File: config.mk
export PLATFORM = sky130hd
export DESIGN_NAME = branch_predictor_table
export DESIGN_NICKNAME = d
export VERILOG_FILES = /design/src/rtl/branch_predictor_table.sv
export SDC_FILE = /design/constraint.sdc
export NUM_CORES = 1
export LEC_CHECK = 0
export CORE_ASPECT_RATIO = 1.1
export CORE_MARGIN = 8
export CORE_UTILIZATION = 40
export DETAILED_ROUTE_END_ITERATION = 6
export DONT_BUFFER_PORTS = 1
export GPL_ROUTABILITY_DRIVEN = 0
export SLEW_MARGIN = 30
export SYNTH_ARGS = -nofsm -noshare
export SYNTH_HDL_FRONTEND = slang
export SYNTH_SLANG_ARGS = --single-unit
File: constraint.sdc
create_clock -name clock -period 4.5 [get_ports clock]
set_input_delay 0.9 -clock clock [delete_from_list [all_inputs] [get_ports clock]]
set_output_delay 0.9 -clock clock [all_outputs]
set_load 0.05 [all_outputs]
File: src/rtl/branch_predictor_table.sv
// Branch predictor table: 2^INDEX_BITS saturating counters indexed by fetch PC,
// optionally hashed with a non-speculative global history (gshare).
// Lookups return a registered prediction one cycle later; execute writes the
// resolved outcome back through the update port. Same-cycle update-to-lookup
// on the same index is bypassed so the lookup sees the post-update counter.
module branch_predictor_table #(
    parameter int unsigned PC_WIDTH   = 32,
    parameter int unsigned INDEX_BITS = 6,
    parameter int unsigned CTR_BITS   = 2,
    parameter int unsigned HIST_BITS  = 4
) (
    input  logic                  clock,
    input  logic                  clear,
    input  logic                  lookup_en,
    input  logic [PC_WIDTH-1:0]   lookup_pc,
    output logic                  pred_valid,
    output logic                  pred_taken,
    output logic [INDEX_BITS-1:0] pred_index,
    input  logic                  update_en,
    input  logic [INDEX_BITS-1:0] update_index,
    input  logic                  update_taken
);

    localparam int unsigned Depth = 1 << INDEX_BITS;

    // Weakly-not-taken: the value just below the taken threshold.
    localparam logic [CTR_BITS-1:0] CtrInit = CTR_BITS'((1 << (CTR_BITS - 1)) - 1);
    localparam logic [CTR_BITS-1:0] CtrMax  = '1;
    localparam logic [CTR_BITS-1:0] CtrOne  = CTR_BITS'(1);

    logic [CTR_BITS-1:0]   ctr_q [Depth];
    logic [INDEX_BITS-1:0] raw_index;
    logic [INDEX_BITS-1:0] hist_ext;
    logic [INDEX_BITS-1:0] lookup_index;
    logic [CTR_BITS-1:0]   upd_cur;
    logic [CTR_BITS-1:0]   upd_next;
    logic [CTR_BITS-1:0]   rd_ctr;

    // Only the word-aligned index bits of the PC feed the table.
    logic unused_pc;
    assign unused_pc = ^lookup_pc;

    assign raw_index = lookup_pc[INDEX_BITS+1:2];

    // Global history: shifts in each resolved outcome, never touched by lookups.
    if (HIST_BITS > 0) begin : g_hist
        logic [HIST_BITS-1:0] hist_q;

        if (HIST_BITS > 1) begin : g_shift
            // Shift the resolved outcome into the low end of the history.
            always_ff @(posedge clock) begin
                if (clear) begin
                    hist_q <= '0;
                end else if (update_en) begin
                    hist_q <= {hist_q[HIST_BITS-2:0], update_taken};
                end
            end
        end else begin : g_single
            // One-bit history simply remembers the last resolved outcome.
            always_ff @(posedge clock) begin
                if (clear) begin
                    hist_q <= '0;
                end else if (update_en) begin
                    hist_q <= update_taken;
                end
            end
        end

        // Zero-extend history into the index width, history in the low bits.
        always_comb begin
            hist_ext = '0;
            hist_ext[HIST_BITS-1:0] = hist_q;
        end
    end else begin : g_no_hist
        assign hist_ext = '0;
    end

    // Lookup hashes with the registered (pre-update) history.
    assign lookup_index = raw_index ^ hist_ext;

    // Saturating next value for the counter being updated.
    always_comb begin
        upd_cur  = ctr_q[update_index];
        upd_next = upd_cur;
        if (update_taken) begin
            if (upd_cur != CtrMax) begin
                upd_next = upd_cur + CtrOne;
            end
        end else begin
            if (upd_cur != '0) begin
                upd_next = upd_cur - CtrOne;
            end
        end
    end

    // Read port with write-to-read bypass for a same-cycle update of the same entry.
    always_comb begin
        rd_ctr = ctr_q[lookup_index];
        if (update_en && (update_index == lookup_index)) begin
            rd_ctr = upd_next;
        end
    end

    // Counter table: reset to weakly-not-taken, otherwise write the resolved update.
    always_ff @(posedge clock) begin
        if (clear) begin
            for (int i = 0; i < Depth; i++) begin
                ctr_q[i] <= CtrInit;
            end
        end else if (update_en) begin
            ctr_q[update_index] <= upd_next;
        end
    end

    // Registered prediction; taken/index hold when no lookup is issued.
    always_ff @(posedge clock) begin
        if (clear) begin
            pred_valid <= 1'b0;
            pred_taken <= 1'b0;
            pred_index <= '0;
        end else begin
            pred_valid <= lookup_en;
            if (lookup_en) begin
                pred_taken <= rd_ctr[CTR_BITS-1];
                pred_index <= lookup_index;
            end
        end
    end

endmodule
==> key figures <==
Yosys
  • Post-synth EDFFs: 128
  • Net Count, Synth: 725
  • Flops & latches, synth: 140
  • Cells after Synth: 682
  • Post-synthesis cell type count: 60
  • YS warnings: 0
  • Register area share after synthesis: 0.529
  • Fraction of registers with async set/reset: 0
  • Syn avg cell area: 11.3 sq um
  • Ys flop type: edfxtp_1
  • Post-Syn Area: 7720 sq um

Timing
  • Hold Vio Cnt, Final: 0
  • Period utilization: 0.717
  • Final worst slack: 1.27 ns
  • Min Clock Period, post-route: between 3 and 4 ns
  • Clock Skews: 0.00765 ns
  • Setup TNS: 0 ns
  • Slew Viols, Final: 0
  • Slew @ Worst Pin: slightly below 1 ns
  • # setup viols final: 0
  • FMAX: 310 MHz
  • Min Hold Slack: 0.538 ns
  • Slew headroom: 0.348
  • RSZ-0062 raised after global routing: false

Clock tree
  • Post-CTS Setup Bufs: 0
  • H-tree depth: 4
  • Clock latency on the worst-skew pair: 0.42 ns
  • CTS max path bufs: 2
  • Hold buffers post-CTS: 0
  • Clk pin slew, worst setup/hold paths: 0.06 ns
  • CTS sink count: 140
  • Post-CTS sizing: 0
  • Inserted Clock Buffers: 17
  • CTS tree: done
  • Clk root buf: clkbuf_16

Pwr
  • Pwr Total: between 0.003 and 0.004 W
  • Worst vdd ir: 0.209 mV
  • Leakage: 2.77 nW
  • Power Dens Cells: 403 nW/um^2

Global route
  • Vias in the first global route: 5703
  • Largest net degree at the start of global routing: 78
  • Initial antenna violation count: 0
  • First-pass GRT wire length: between 30 and 40 mm
  • Total grt overflow: 0
  • Gr usage total: 0.182

Routing
  • Routed wire length per instance: 23.3 microns
  • Routed vias/inst: 6.23
  • Total wire length: 21.4 mm
  • Drt drc: 0
  • Via count: approximately 5700
  • Post-route ant nets: 0
  • Drt first pass iters: 5
  • Initial DRC count: 642

Hold path
  • HP Start: g_hist.hist_q[3]
  • WHS Path Cells: 2
  • Hold endpoint: g_hist.hist_q[3]
  • Worst hold path class: flip-flop to flip-flop

Floorplanning
  • Die height: 162 microns
  • Initial Util: 0.405
  • Die W: around 150 microns
  • Die Area: 24000 sq um
  • Row count: 53
  • Core ar.: 19000 sq um
  • I/O pin cnt: 51

Critical path
  • Critical Path AT: 3.37 ns
  • Critical Path End Type: flip-flop
  • Worst-path cell chain: nor2b_1 -> a221o_1 -> a221o_1 -> a22oi_1 -> nand4_1 -> o31ai_1 -> a21boi_4 -> buf_4 -> nor3_1
  • Crit path largest cell delay: 0.41 ns
  • R2r startpoint: ctr_q[3][1]
  • Req. time, crit path: 4.64 ns
  • Worst path bufs/invs: 1
  • Family with the most delay on the worst path: compound AO/OA/AOI/OAI gates
  • Setup CP Type: input pin to flip-flop
  • Slowest cell on crit path: a221o_1
  • CP Launch Type: input pin
  • R2r endpoint: ctr_q[35][1]
  • Register-to-register setup slack: 1.42 ns
  • R2R cell count: 9
  • Crit path top cell by count: a221o_1
  • Critical path fanouts, max: 39

Final layout
  • Synth-to-layout area growth: 10.0%
  • Layout cell share with drive strength beyond 1: 0.166
  • Fin nets: 700
  • # diodes: 0
  • Fill cells: roughly 1700
  • Fin util: 0.446

Flow run
  • Maxcap violations: 0

Place
  • DP HPWL: 14.1 mm
  • Port Buffer Count: 0
  • Dpl ws: roughly 0.93 ns

Run status
  • Status: complete, no violations
[where the power goes]
group	internal (W)	leakage (nW)	switching (W)	total, W
registers	0.00145	1.24	0.0000383	0.00149
clock network	0.000984	0.311	0.000575	0.00156
logic	0.000145	1.22	0.000229	0.000374
[worst max path at each step]
stage	startpoint	endpoint	slack [ns]	depth (start not counted)
finish	update_index[2]	ctr_q[35][1]	1.27	9
global placement	update_index[0]	ctr_q[35][1]	0.93	9
global route	update_index[2]	ctr_q[35][1]	1.10	9
floorplan	update_index[0]	ctr_q[63][1]	1.13	12
detailed placement	update_index[2]	ctr_q[35][1]	0.93	9
CTS	update_index[2]	ctr_q[35][1]	1.35	9
[routing by layer]
metal	GRT usage	part of all wire	vias up	wire, microns
li1	-	-	2514	-
met1	0.223	0.39	2835	8260
met2	0.297	0.49	299	10500
met3	0.0342	0.080	63	1700
met4	0.104	0.045	0	960
met5	0	0	-	0
[cell usage after synthesis, drive strengths merged (3+ instances only)]
cell	n	share of area
inv	4	0.0019
a22o	3	0.0034
dfxtp	12	0.031
o22ai	3	0.0024
a21oi	6	0.0039
a221o	3	0.0039
o211ai	3	0.0029
mux2	13	0.019
nor2b	8	0.0065
xor2	3	0.0044
nor2	66	0.032
nand2b	19	0.015
nor3	50	0.032
a31oi	3	0.0024
a22oi	8	0.0078
and3	8	0.0065
nand2	63	0.031
mux4	23	0.067
or2	25	0.020
a311oi	3	0.0034
nand3	52	0.034
nand3b	3	0.0029
a211oi	5	0.0049
xnor2	8	0.0091
edfxtp	128	0.50
a221oi	11	0.012
mux2i	21	0.027
nor3b	6	0.0058
a211o	3	0.0034
and3b	3	0.0034
clkbuf	26	0.013
a21o	23	0.022
buf	34	0.033
o21ai	5	0.0032
and2	4	0.0032
[layout by cell type, fill, tap and decap left out, drive strengths merged, types with 8 or more instances in the layout]
cell type	count
nor2b	8
or2	25
a221oi	11
nand2	63
mux2i	21
a21o	23
nand3	52
edfxtp	128
clkbuf	17
mux2	13
nor3	50
dfxtp	12
mux4	23
nor2	66
and3	8
xnor2	8
nand2b	19
a22oi	8
buf	16
[logic make-up (layout without fill, tap and decap cells)]
family                     after synthesis  after routing  share of synthesized area
DFF                                    140            140                      0.529
AOI/OAI and AO/OA                       94             94                     0.0934
and+or+nand+nor                        315            315                      0.202
xor gates and xnor gates                11             11                     0.0135
muxes                                   57             57                      0.113
buffers and inverters                   64             51                     0.0477
adders and majority gates                1              1                    0.00146
[area by class of cell]
class | count | area (sq um) | area share
tap | 247 | 309 | 0.0364
multi-input combinational | 478 | 3290 | 0.388
timing repair buffer | 16 | 145 | 0.0171
inverter | 4 | 15.0 | 0.00177
sequential | 140 | 4080 | 0.481
clock buffer | 17 | 425 | 0.0501
clock inverter | 14 | 219 | 0.0258
[stage by stage]
step / instances / cell area (sq um)
final: 916 / 8490
after floorplan: 682 / 7720
after global placement: 885 / 7850
after global routing: 916 / 8490
after CTS: 916 / 8490
after detailed placement: 885 / 7850
[registers in the layout (all words and copies together), names as in the netlist]
signal,count
pred_valid,1
ctr_q,128
g_hist.hist_q,4
pred_taken,1
pred_index,6
[worst min-delay path, cell delays in order, from the launching register on]
cell and delay, ns:
dfxtp_1 0.35, mux2i_1 0.08, nor2_1 0.08
(Power assumes the default switching activity.)
